**src/rtl/cpu_mem_arbiter.sv**
```systemverilog
// Merges the core's instruction-fetch and load/store channels onto one
// single-port memory, one transaction in flight, read data buffered.
module cpu_mem_arbiter #(
  parameter int CNT_WIDTH = 32
) (
  input  logic                 clk,
  input  logic                 rst,
  input  logic [31:0]          PC,
  input  logic                 Inst_Req_Valid,
  output logic                 Inst_Req_Ready,
  output logic [31:0]          Instruction,
  output logic                 Inst_Valid,
  input  logic                 Inst_Ready,
  input  logic [31:0]          Address,
  input  logic                 MemWrite,
  input  logic [31:0]          Write_data,
  input  logic [3:0]           Write_strb,
  input  logic                 MemRead,
  output logic                 Mem_Req_Ready,
  output logic [31:0]          Read_data,
  output logic                 Read_data_Valid,
  input  logic                 Read_data_Ready,
  output logic                 mem_req_valid,
  input  logic                 mem_req_ready,
  output logic [31:0]          mem_req_addr,
  output logic                 mem_req_wen,
  output logic [31:0]          mem_req_wdata,
  output logic [3:0]           mem_req_wstrb,
  input  logic                 mem_resp_valid,
  output logic                 mem_resp_ready,
  input  logic [31:0]          mem_resp_rdata,
  output logic [CNT_WIDTH-1:0] fetch_cnt,
  output logic [CNT_WIDTH-1:0] mem_busy_cnt
);

  typedef enum logic [1:0] {IDLE, REQ, WAIT, RESP} state_t;
  typedef enum logic [1:0] {SRC_INST, SRC_DRD, SRC_DWR} src_t;

  state_t      state;
  src_t        src;
  logic [31:0] req_addr;
  logic [31:0] req_wdata;
  logic [3:0]  req_wstrb;
  logic [31:0] resp_buf;

  logic is_idle, data_req, grant_d, grant_i;

  // Data channel wins in IDLE; rst gating keeps the grants low during reset.
  assign is_idle  = (state == IDLE);
  assign data_req = MemRead | MemWrite;
  assign grant_d  = rst & is_idle & data_req;
  assign grant_i  = rst & is_idle & ~data_req & Inst_Req_Valid;

  always_ff @(posedge clk or negedge rst) begin
    if (!rst) begin
      state        <= IDLE;
      src          <= SRC_INST;
      req_addr     <= '0;
      req_wdata    <= '0;
      req_wstrb    <= '0;
      resp_buf     <= '0;
      fetch_cnt    <= '0;
      mem_busy_cnt <= '0;
    end else begin
      if (state != IDLE) mem_busy_cnt <= mem_busy_cnt + 1'b1;
      case (state)
        IDLE: begin
          if (grant_d) begin
            req_addr  <= Address;
            req_wdata <= Write_data;
            req_wstrb <= Write_strb;
            src       <= MemWrite ? SRC_DWR : SRC_DRD;
            state     <= REQ;
          end else if (grant_i) begin
            req_addr  <= PC;
            req_wstrb <= '0;
            src       <= SRC_INST;
            fetch_cnt <= fetch_cnt + 1'b1;
            state     <= REQ;
          end
        end
        REQ: begin
          if (mem_req_ready) state <= (src == SRC_DWR) ? IDLE : WAIT;
        end
        WAIT: begin
          if (mem_resp_valid) begin
            resp_buf <= mem_resp_rdata;
            state    <= RESP;
          end
        end
        RESP: begin
          if ((src == SRC_INST && Inst_Ready) ||
              (src == SRC_DRD && Read_data_Ready)) state <= IDLE;
        end
        default: state <= IDLE;
      endcase
    end
  end

  assign Inst_Req_Ready  = grant_i;
  assign Mem_Req_Ready   = grant_d;

  assign mem_req_valid   = (state == REQ);
  assign mem_req_addr    = req_addr;
  assign mem_req_wdata   = req_wdata;
  assign mem_req_wen     = mem_req_valid & (src == SRC_DWR);
  assign mem_req_wstrb   = mem_req_wen ? req_wstrb : 4'b0000;
  assign mem_resp_ready  = (state == WAIT);

  // Response data is only presented while its valid is up.
  assign Inst_Valid      = (state == RESP) & (src == SRC_INST);
  assign Instruction     = Inst_Valid ? resp_buf : 32'h0;
  assign Read_data_Valid = (state == RESP) & (src == SRC_DRD);
  assign Read_data       = Read_data_Valid ? resp_buf : 32'h0;

endmodule

```
**config.mk**
```make
export PLATFORM = sky130hd
export DESIGN_NAME = cpu_mem_arbiter
export DESIGN_NICKNAME = d
export VERILOG_FILES = /design/src/rtl/cpu_mem_arbiter.sv
export SDC_FILE = /design/constraint.sdc
export NUM_CORES = 1
export LEC_CHECK = 0
export ABC_AREA = 0
export ABC_CLOCK_PERIOD_IN_PS = 2900
export BUFFER_PORTS_ARGS = -buffer_cell sky130_fd_sc_hd__buf_4
export CAP_MARGIN = 20
export CORE_AREA = 5 5 132 134
export CTS_CLUSTER_DIAMETER = 200
export CTS_CLUSTER_SIZE = 24
export DETAILED_ROUTE_END_ITERATION = 10
export DIE_AREA = 0 0 137 139
export HOLD_SLACK_MARGIN = 0.1
export PLACE_DENSITY_LB_ADDON = 0.3
export SETUP_SLACK_MARGIN = 0.5
export SYNTH_ARGS = -nofsm -noshare
export SYNTH_HDL_FRONTEND = slang
export SYNTH_SLANG_ARGS = --single-unit
export TNS_END_PERCENT = 10
```
**constraint.sdc**
```tcl
create_clock -name clk -period 2.9 [get_ports clk]
set_input_delay 0.29 -clock clk [delete_from_list [all_inputs] [get_ports clk]]
set_output_delay 0.29 -clock clk [all_outputs]
set_load 0.01 [all_outputs]
```
; ---- Yosys cells after proc, flatten, opt, wreduce, memory -nomap -nowiden
; Cells that the tools add are included.
[word_totals]
ff_bits = 168
ram_bits = 0
mem_count = 0
input_bits = 141
wordCells = 58
output_inout_bits = 203
latch_bits = 0
romBits = 0
[classes]
add_sub_neg = 2
n_reduce_logical = 12
eq_ne = 9
n_mux = 17
bitwise = 10
n_shift = 0
div_mod_pow = 0
order_cmp = 0
n_mul = 0
[op_table]
columns = operator, count
row1 = 32-bit two-way mux, 4
row2 = 32-bit by 1-bit adder with 32-bit output (second input constant), 2
row3 = 2-bit two-way mux, 9
row4 = 4-bit two-way mux, 3
row5 = 2-bit case mux with 4 select lines, 1
row6 = 1-bit AND, 7
row7 = 2-bit equality test (second input constant), 3
row8 = 2-bit AND reduction, 3
row9 = 2-bit by 1-bit equality test with 1-bit output (second input constant), 2
row10 = 2-bit zero test, 2
row11 = 2-bit inequality test (second input constant), 2
row12 = 4-bit AND reduction, 1
row13 = 2-bit nonzero test, 2
row14 = 3-bit inequality test (second input constant), 1
row15 = 3-bit AND reduction, 1
row16 = 1-bit logical AND, 2
row17 = 2-bit by 1-bit inequality test with 1-bit output (second input constant), 1
row18 = 1-bit inverter, 2
row19 = 1-bit logical OR, 1
row20 = 1-bit bitwise OR, 1

; ---- Depth between registers and ports, before layout
; Gate-level depths: netlist of the first run.
[logic_depth]
ltp_word = 7
mapped_depth = 7
mapped_depth_nobuf = 5

; ---- Worst setup path after synthesis of the first run
; Ideal clock, no wire load.
[synth_timing]
path_type = flip-flop to output port
from = register with a tool-made name
to = output Read_data[22]
slack_ps = 1028
required_time_ps = 2610
arrival_ps = 1582
stages_incl_launch_ff = 6
path_buffers = 2
cell_sequence = dfrtp_1 > clkbuf_1 > nand2_1 > nor3_1 > clkbuf_1 > and2_1
[synth_lines]
columns = item, line_no
row1 = "end, declared", 20  ; output logic [31:0] Read_data,

==> reports/qor.csv, run 1 <==
metric,value,unit
status,"finished, violations left",
violations,negative hold slack,
synth_cells,751,
cts.sinks,168,
drt_first_pass_iters,5,
tns,0,ns
ys_warn_count,0,
drv_cap,0,
initial_core_util,46.9,%
critPathArrivalTime,1.92,ns
fin_nets,1295,
yosysMostFrequentCell,nand2_1,
crit_fanout,27,
period_share,76.3,%
fin_crit,2.21,ns
gp_congestion,0.814,
syn_area_per_cell,10.1,um2
cts_root_buf,clkbuf_16,
synth_ff_type,dfrtp_1,
dp_slack,0.712,ns
core_area,16200,um2
drt_wl_total,24.5,mm
placementRows,47,
ff2ff_setup_slack,0.89,ns
grt_max_degree,169,
viasPerCell,5.05,
overflow,0,
grt_pass1_vias,7146,
io_buffers,343,
synth_top_area_share,55.4,%
drv_slew,0,
ys_seq_area_share,55.4,%
crit_required,2.61,ns
ant_nets,0,
hp-class,in2async,
path_clk_slew,0.06,ns
die_h,139,um
critical_path_class,reg2out,
critPathLaunchType,flop,
report.final.hold_viol_count,20,
synth_area,7590,um2
setup_ws,0.687,ns
htreeDepth,4,
cts_tree,yes,
ys_ff_latch,168,
relSlewSlack,34.1,%
hold-worst-slack,-0.0388,ns
syn2layout_area_growth,53.2,%
ir_drop,521,uV
power_density,795,nW/um2
synth_common_cells,"nand2_1, dfrtp_1, and2_1, nor2_1, xnor2_1",
p_leak,5.91,nW
end_kind,primary output,
vias,6999,
clk_path_buf_depth,2,
finClkSkew,0.0117,ns
grt_pass1_wl,38.0,mm
rsz0062_at_grt,false,
dieArea,19000,um2
cts_made_buffers,17,
detail_route.wl_per_cell,17.7,um
track_usage,25.2,%
drive_gt1_share,37.8,%
syn-num-nets,894,
tightest_slew,0.989,ns
synth_area_leaders,"dfrtp_1, nand2_1, and2_1, mux2_2, xnor2_1",
synth_edf_count,0,
drt-initial-drc-count,443,
io_pins,344,
synth_cell_type_count,39,
async_flop_share,100,%
fmax,0.452,GHz
synth_largest_area_cell,dfrtp_1,
clk_latency,0.41,ns
antenna_found_initial,0,
antenna_cells,0,
die_x,137,um
drcViolationCount,0,
setup_viol,0,
hpwl,17.0,mm
[flip-flops by register name, summed over array words and instances (netlist names), named ones only]
register / flops
fetch_cnt: 32
mem_busy_cnt: 32
mem_req_addr: 32
mem_req_wdata: 32
resp_buf: 32
req_wstrb: 4
src: 2
state: 1
[cells by family (layout without fill, tap and decap cells)]
kind of cell               count (synthesis)  count (layout)  synth area share, %
and+or+nand+nor                          389             389                 25.3
DFF                                      168             168                 55.4
xor gates and xnor gates                  62              62                 7.15
AOI/OAI and AO/OA                         49              49                 4.24
buffers and inverters                     47             461                 2.52
muxes                                     34              34                 5.03
adders and majority gates                  2               2                0.330
[routing by layer]
layer,global-route usage [%],routed length [um]
met3,8.13,2180
met4,9.56,789
met1,29.6,9360
met2,42.9,12200
met5,0,0
[metrics by stage]
step	hold slack [ns]	power (mW)	instances	util (%)	cell area (um2)
after floorplan	-0.00559	5.19	751	-	7590
after global placement	0.461	6.85	1290	64.4	10400
after detailed placement	0.464	6.95	1290	64.4	10400
after CTS	0.101	9.22	1381	71.6	11600
after global routing	0.102	9.79	1385	71.9	11600
final	-0.0388	9.24	1385	71.9	11600
[worst max-delay path, cell delays in order (launching register included)]
cell     delay, ns
dfrtp_2       0.51
nand2_1       0.18
nor3_4        0.29
buf_6         0.24
and2_1        0.17
buf_4         0.12
[area by class of cell]
type                       count  area (um2)
clock inverter                 9        90.1
clock buffer                  23         478
tap                          220         275
inverter                      11        45.0
multi-input combinational    536        3220
fill                        1149        4550
sequential                   168        4210
timing repair buffer         418        3310
[power by group]
part	total (mW)	leakage, nW	internal, mW	switching [mW]
logic	3.31	3.55	1.74	1.56
registers	3.74	2.08	3.13	0.611
clock network	2.19	0.274	1.26	0.931
[timing repair]
| item | 4_1_cts | 5_1_grt |
|---|---|---|
| resized for setup | 3 | 3 |
| gates cloned | 0 | 0 |
| pin swaps | 0 | 1 |
| endpoints found under the setup margin | 29 | 29 |
| hold endpoints to repair | 59 | 1 |
| hold buffers | 59 | 1 |
| buffers inserted | 0 | 3 |
[layout by cell type, fill, tap and decap left out, drive strengths merged, types with 12 or more instances in the layout]
| cell type | synthesis | layout |
|---|---|---|
| nor4 | 12 | 12 |
| clkbuf | 24 | 23 |
| buf | 12 | 358 |
| inv | 11 | 12 |
| dfrtp | 168 | 168 |
| nand4 | 23 | 23 |
| nor2 | 48 | 48 |
| and2 | 71 | 71 |
| dlygate4sd3 | 0 | 60 |
| mux2 | 33 | 33 |
| xnor2 | 40 | 40 |
| a31oi | 33 | 33 |
| nand2 | 184 | 184 |
| nand3 | 20 | 20 |
| xor2 | 22 | 22 |
[path summary, 6_finish.rpt]
| kind | start | to | cells after the start |
|---|---|---|---|
| min in group clk | mem_resp_rdata[0] | resp_buf[0] | 2 |
| worst max register to register | flop | fetch_cnt[27] | 6 |
| worst max-delay path | flop | Read_data[4] | 5 |
| worst min-delay path | rst | src[0] | 2 |
| worst min register to register | fetch_cnt[31] | fetch_cnt[31] | 1 |
| max in group asynchronous | rst | fetch_cnt[14] | 2 |
Power figures use the tool's default switching activity.
==> inputs of run 2 (changes only) <==
--- a/config.mk
+++ b/config.mk
@@ -6,14 +6,14 @@
 export NUM_CORES = 1
 export LEC_CHECK = 0
 export ABC_AREA = 0
-export ABC_CLOCK_PERIOD_IN_PS = 2900
+export ABC_CLOCK_PERIOD_IN_PS = 2000
 export BUFFER_PORTS_ARGS = -buffer_cell sky130_fd_sc_hd__buf_4
 export CAP_MARGIN = 20
-export CORE_AREA = 5 5 132 134
+export CORE_MARGIN = 5
+export CORE_UTILIZATION = 43
 export CTS_CLUSTER_DIAMETER = 200
 export CTS_CLUSTER_SIZE = 24
 export DETAILED_ROUTE_END_ITERATION = 10
-export DIE_AREA = 0 0 137 139
 export HOLD_SLACK_MARGIN = 0.1
 export PLACE_DENSITY_LB_ADDON = 0.3
 export SETUP_SLACK_MARGIN = 0.5
==> constraint.sdc (replaced) <==
create_clock -name clk -period 2 [get_ports clk]
set_input_delay 0.2 -clock clk [delete_from_list [all_inputs] [get_ports clk]]
set_output_delay 0.2 -clock clk [all_outputs]
set_load 0.01 [all_outputs]
==> run 2 against run 1 <==
The flow now finishes without violations. First-iteration DRC count shrank 15%. Worst hold slack improved by 0.17 ns. Via count increased by 12%. Register-to-register slack lost 0.75 ns.
==> reports/qor.csv, run 2 (synthesis gave the netlist of run 1 again) <==
metric,value,unit
r2r-start,fetch_cnt[0],
overflow,0,
worstPathCellList,"buf_6, nand2_4, nor3_4, buf_6, clkbuf_16, and2_1, buf_4",
combPwrFrac,39.8,%
final_cell_mix,"buf_4, nand2_1, dfrtp_1",
grt_max_degree,169,
ir_drop,734,uV
die_h,143,um
gp_congestion,0.837,
io_pins,344,
io_buffers,343,
drcViolationCount,0,
switching_share,34.5,%
die_x,143,um
fmax,0.511,GHz
htreeDepth,4,
utilization,76.0,%
detail_route.wl_per_cell,19.5,um
worstHoldStart,MemRead,
cts_root_buf,clkbuf_16,
status,finished clean,
relSlewSlack,41.3,%
placementRows,48,
finalNonFillerCells,1498,
crit_required,1.80,ns
drv_slew,0,
antenna_found_initial,3,
grt_pass1_wl,43.3,mm
whs_path_depth,3,
vias,7835,
cts.sinks,168,
cts_made_buffers,17,
hpwl,17.4,mm
critPathBufInv,4,
cts_tree,yes,
ant_nets,0,
cp_slowest_cell,dfrtp_1,
p_leak,6.64,nW
dieArea,20400,um2
slowest_delay,0.40,ns
rsz0062_at_grt,true,
track_usage,27.2,%
path_common_cell,buf_6,
cellInternalPower,9.59,mW
fillCellCount,1058,
critical_path_class,reg2out,
hp-class,in2reg,
clkPwrFrac,22.8,%
tns,0,ns
power_frac_seq,37.5,%
crit_fanout,8,
drt_first_pass_iters,5,
ff2ff_setup_slack,0.14,ns
path_clk_slew,0.06,ns
cpLargestDelayFamily,buffers and inverters,
critPathLaunchType,flop,
critPathArrivalTime,1.76,ns
power_density,1110,nW/um2
grt_pass1_vias,7974,
syn2layout_area_growth,73.2,%
drive_gt1_share,40.8,%
p_switching,5.06,mW
viasPerCell,5.23,
post-place-cells,1304,
end_kind,primary output,
finClkSkew,0.0109,ns
clk_path_buf_depth,2,
drv_cap,0,
initial_core_util,43.9,%
core_area,17300,um2
report.final.hold_viol_count,0,
setup_viol,0,
clk_latency,0.43,ns
fin_nets,1401,
final_common_cell,buf_4,
drt_wl_total,29.2,mm
period_share,97.8,%
reg2regPathDepth,5,
fin_crit,1.96,ns
r2r_end,fetch_cnt[28],
drt-initial-drc-count,376,
whs_endpoint,src[0],
tightest_slew,0.880,ns
-- run 2: cell count changes in the layout (fill, tap and decap cells not counted), moves of 22 or more --
cell | previous run | this run
and2_1 | 71 | 35
and2_4 | 0 | 36
dlygate4sd3_1 | 60 | 135
buf_4 | 355 | 333
buf_6 | 2 | 45
-- run 2: repair_timing --
action / CTS / global route
hold buffers: 135 / 0
gates resized for setup: 51 / 75
buffers inserted: 8 / 8
pin swaps: 15 / 13
setup endpoints to repair: 231 / 227
gates cloned: 7 / 2
hold endpoints to repair: 271 / 0
-- run 2: power groups by stage --
stage / clock [mW] / combinational [mW] / sequential, mW
2_1_floorplan: 0 / 2.04 / 5.52
3_3_place_gp: 0 / 4.70 / 5.35
3_5_place_dp: 0 / 4.82 / 5.37
4_1_cts: 3.39 / 5.41 / 5.38
5_1_grt: 3.54 / 6.24 / 5.59
6_report: 3.33 / 5.82 / 5.49
-- run 2: metal layers --
layer  GRT usage [%]  routed length [um]  up-vias
met5               0                  13        -
met4            13.4                1390        2
met2            46.5               14700      407
met3            7.64                2710      100
li1                -                   -     3534
met1            31.3               10400     3792
-- run 2: final cells by class --
class                           instances  area, um2  area share (%)
Antenna cell                            2       5.00          0.0381
Clock buffer                           20        457            3.47
Clock inverter                         12        139            1.06
Inverter                               11       53.8           0.409
Multi-Input combinational cell        536       3430            26.1
Sequential cell                       168       4210            32.0
Tap cell                              225        282            2.14
Timing Repair Buffer                  524       4570            34.8
-- run 2: worst max path at each step --
stage             startpoint               to  slack [ns]  cells after the start
6_report                flop   Instruction[2]        0.04                      7
5_1_grt             state[0]   Instruction[2]       -0.04                      7
4_1_cts                 flop  Instruction[20]        0.04                      7
3_5_place_dp        state[0]  mem_req_addr[2]        0.01                      6
3_3_place_gp        state[0]  mem_req_addr[2]        0.14                      6
2_1_floorplan  fetch_cnt[12]    fetch_cnt[25]        0.30                      5
-- run 2: stage by stage --
stage | total power [mW] | setup slack [ns] | area (um2) | hold slack [ns]
global route | 15.4 | -0.0365 | 13100 | 0.151
CTS | 14.2 | 0.0447 | 12800 | 0.103
detailed placement | 10.2 | 0.0109 | 10600 | 0.392
finish | 14.6 | 0.0444 | 13100 | 0.129
floorplan | 7.56 | 0.301 | 7680 | -0.0956
global placement | 10.1 | 0.143 | 10600 | 0.390
-- run 2: tightest hold or removal path, stage by stage --
cell and delay (ns):
buf_4 0.11, a2bb2oi_1 0.06, o22ai_1 0.11
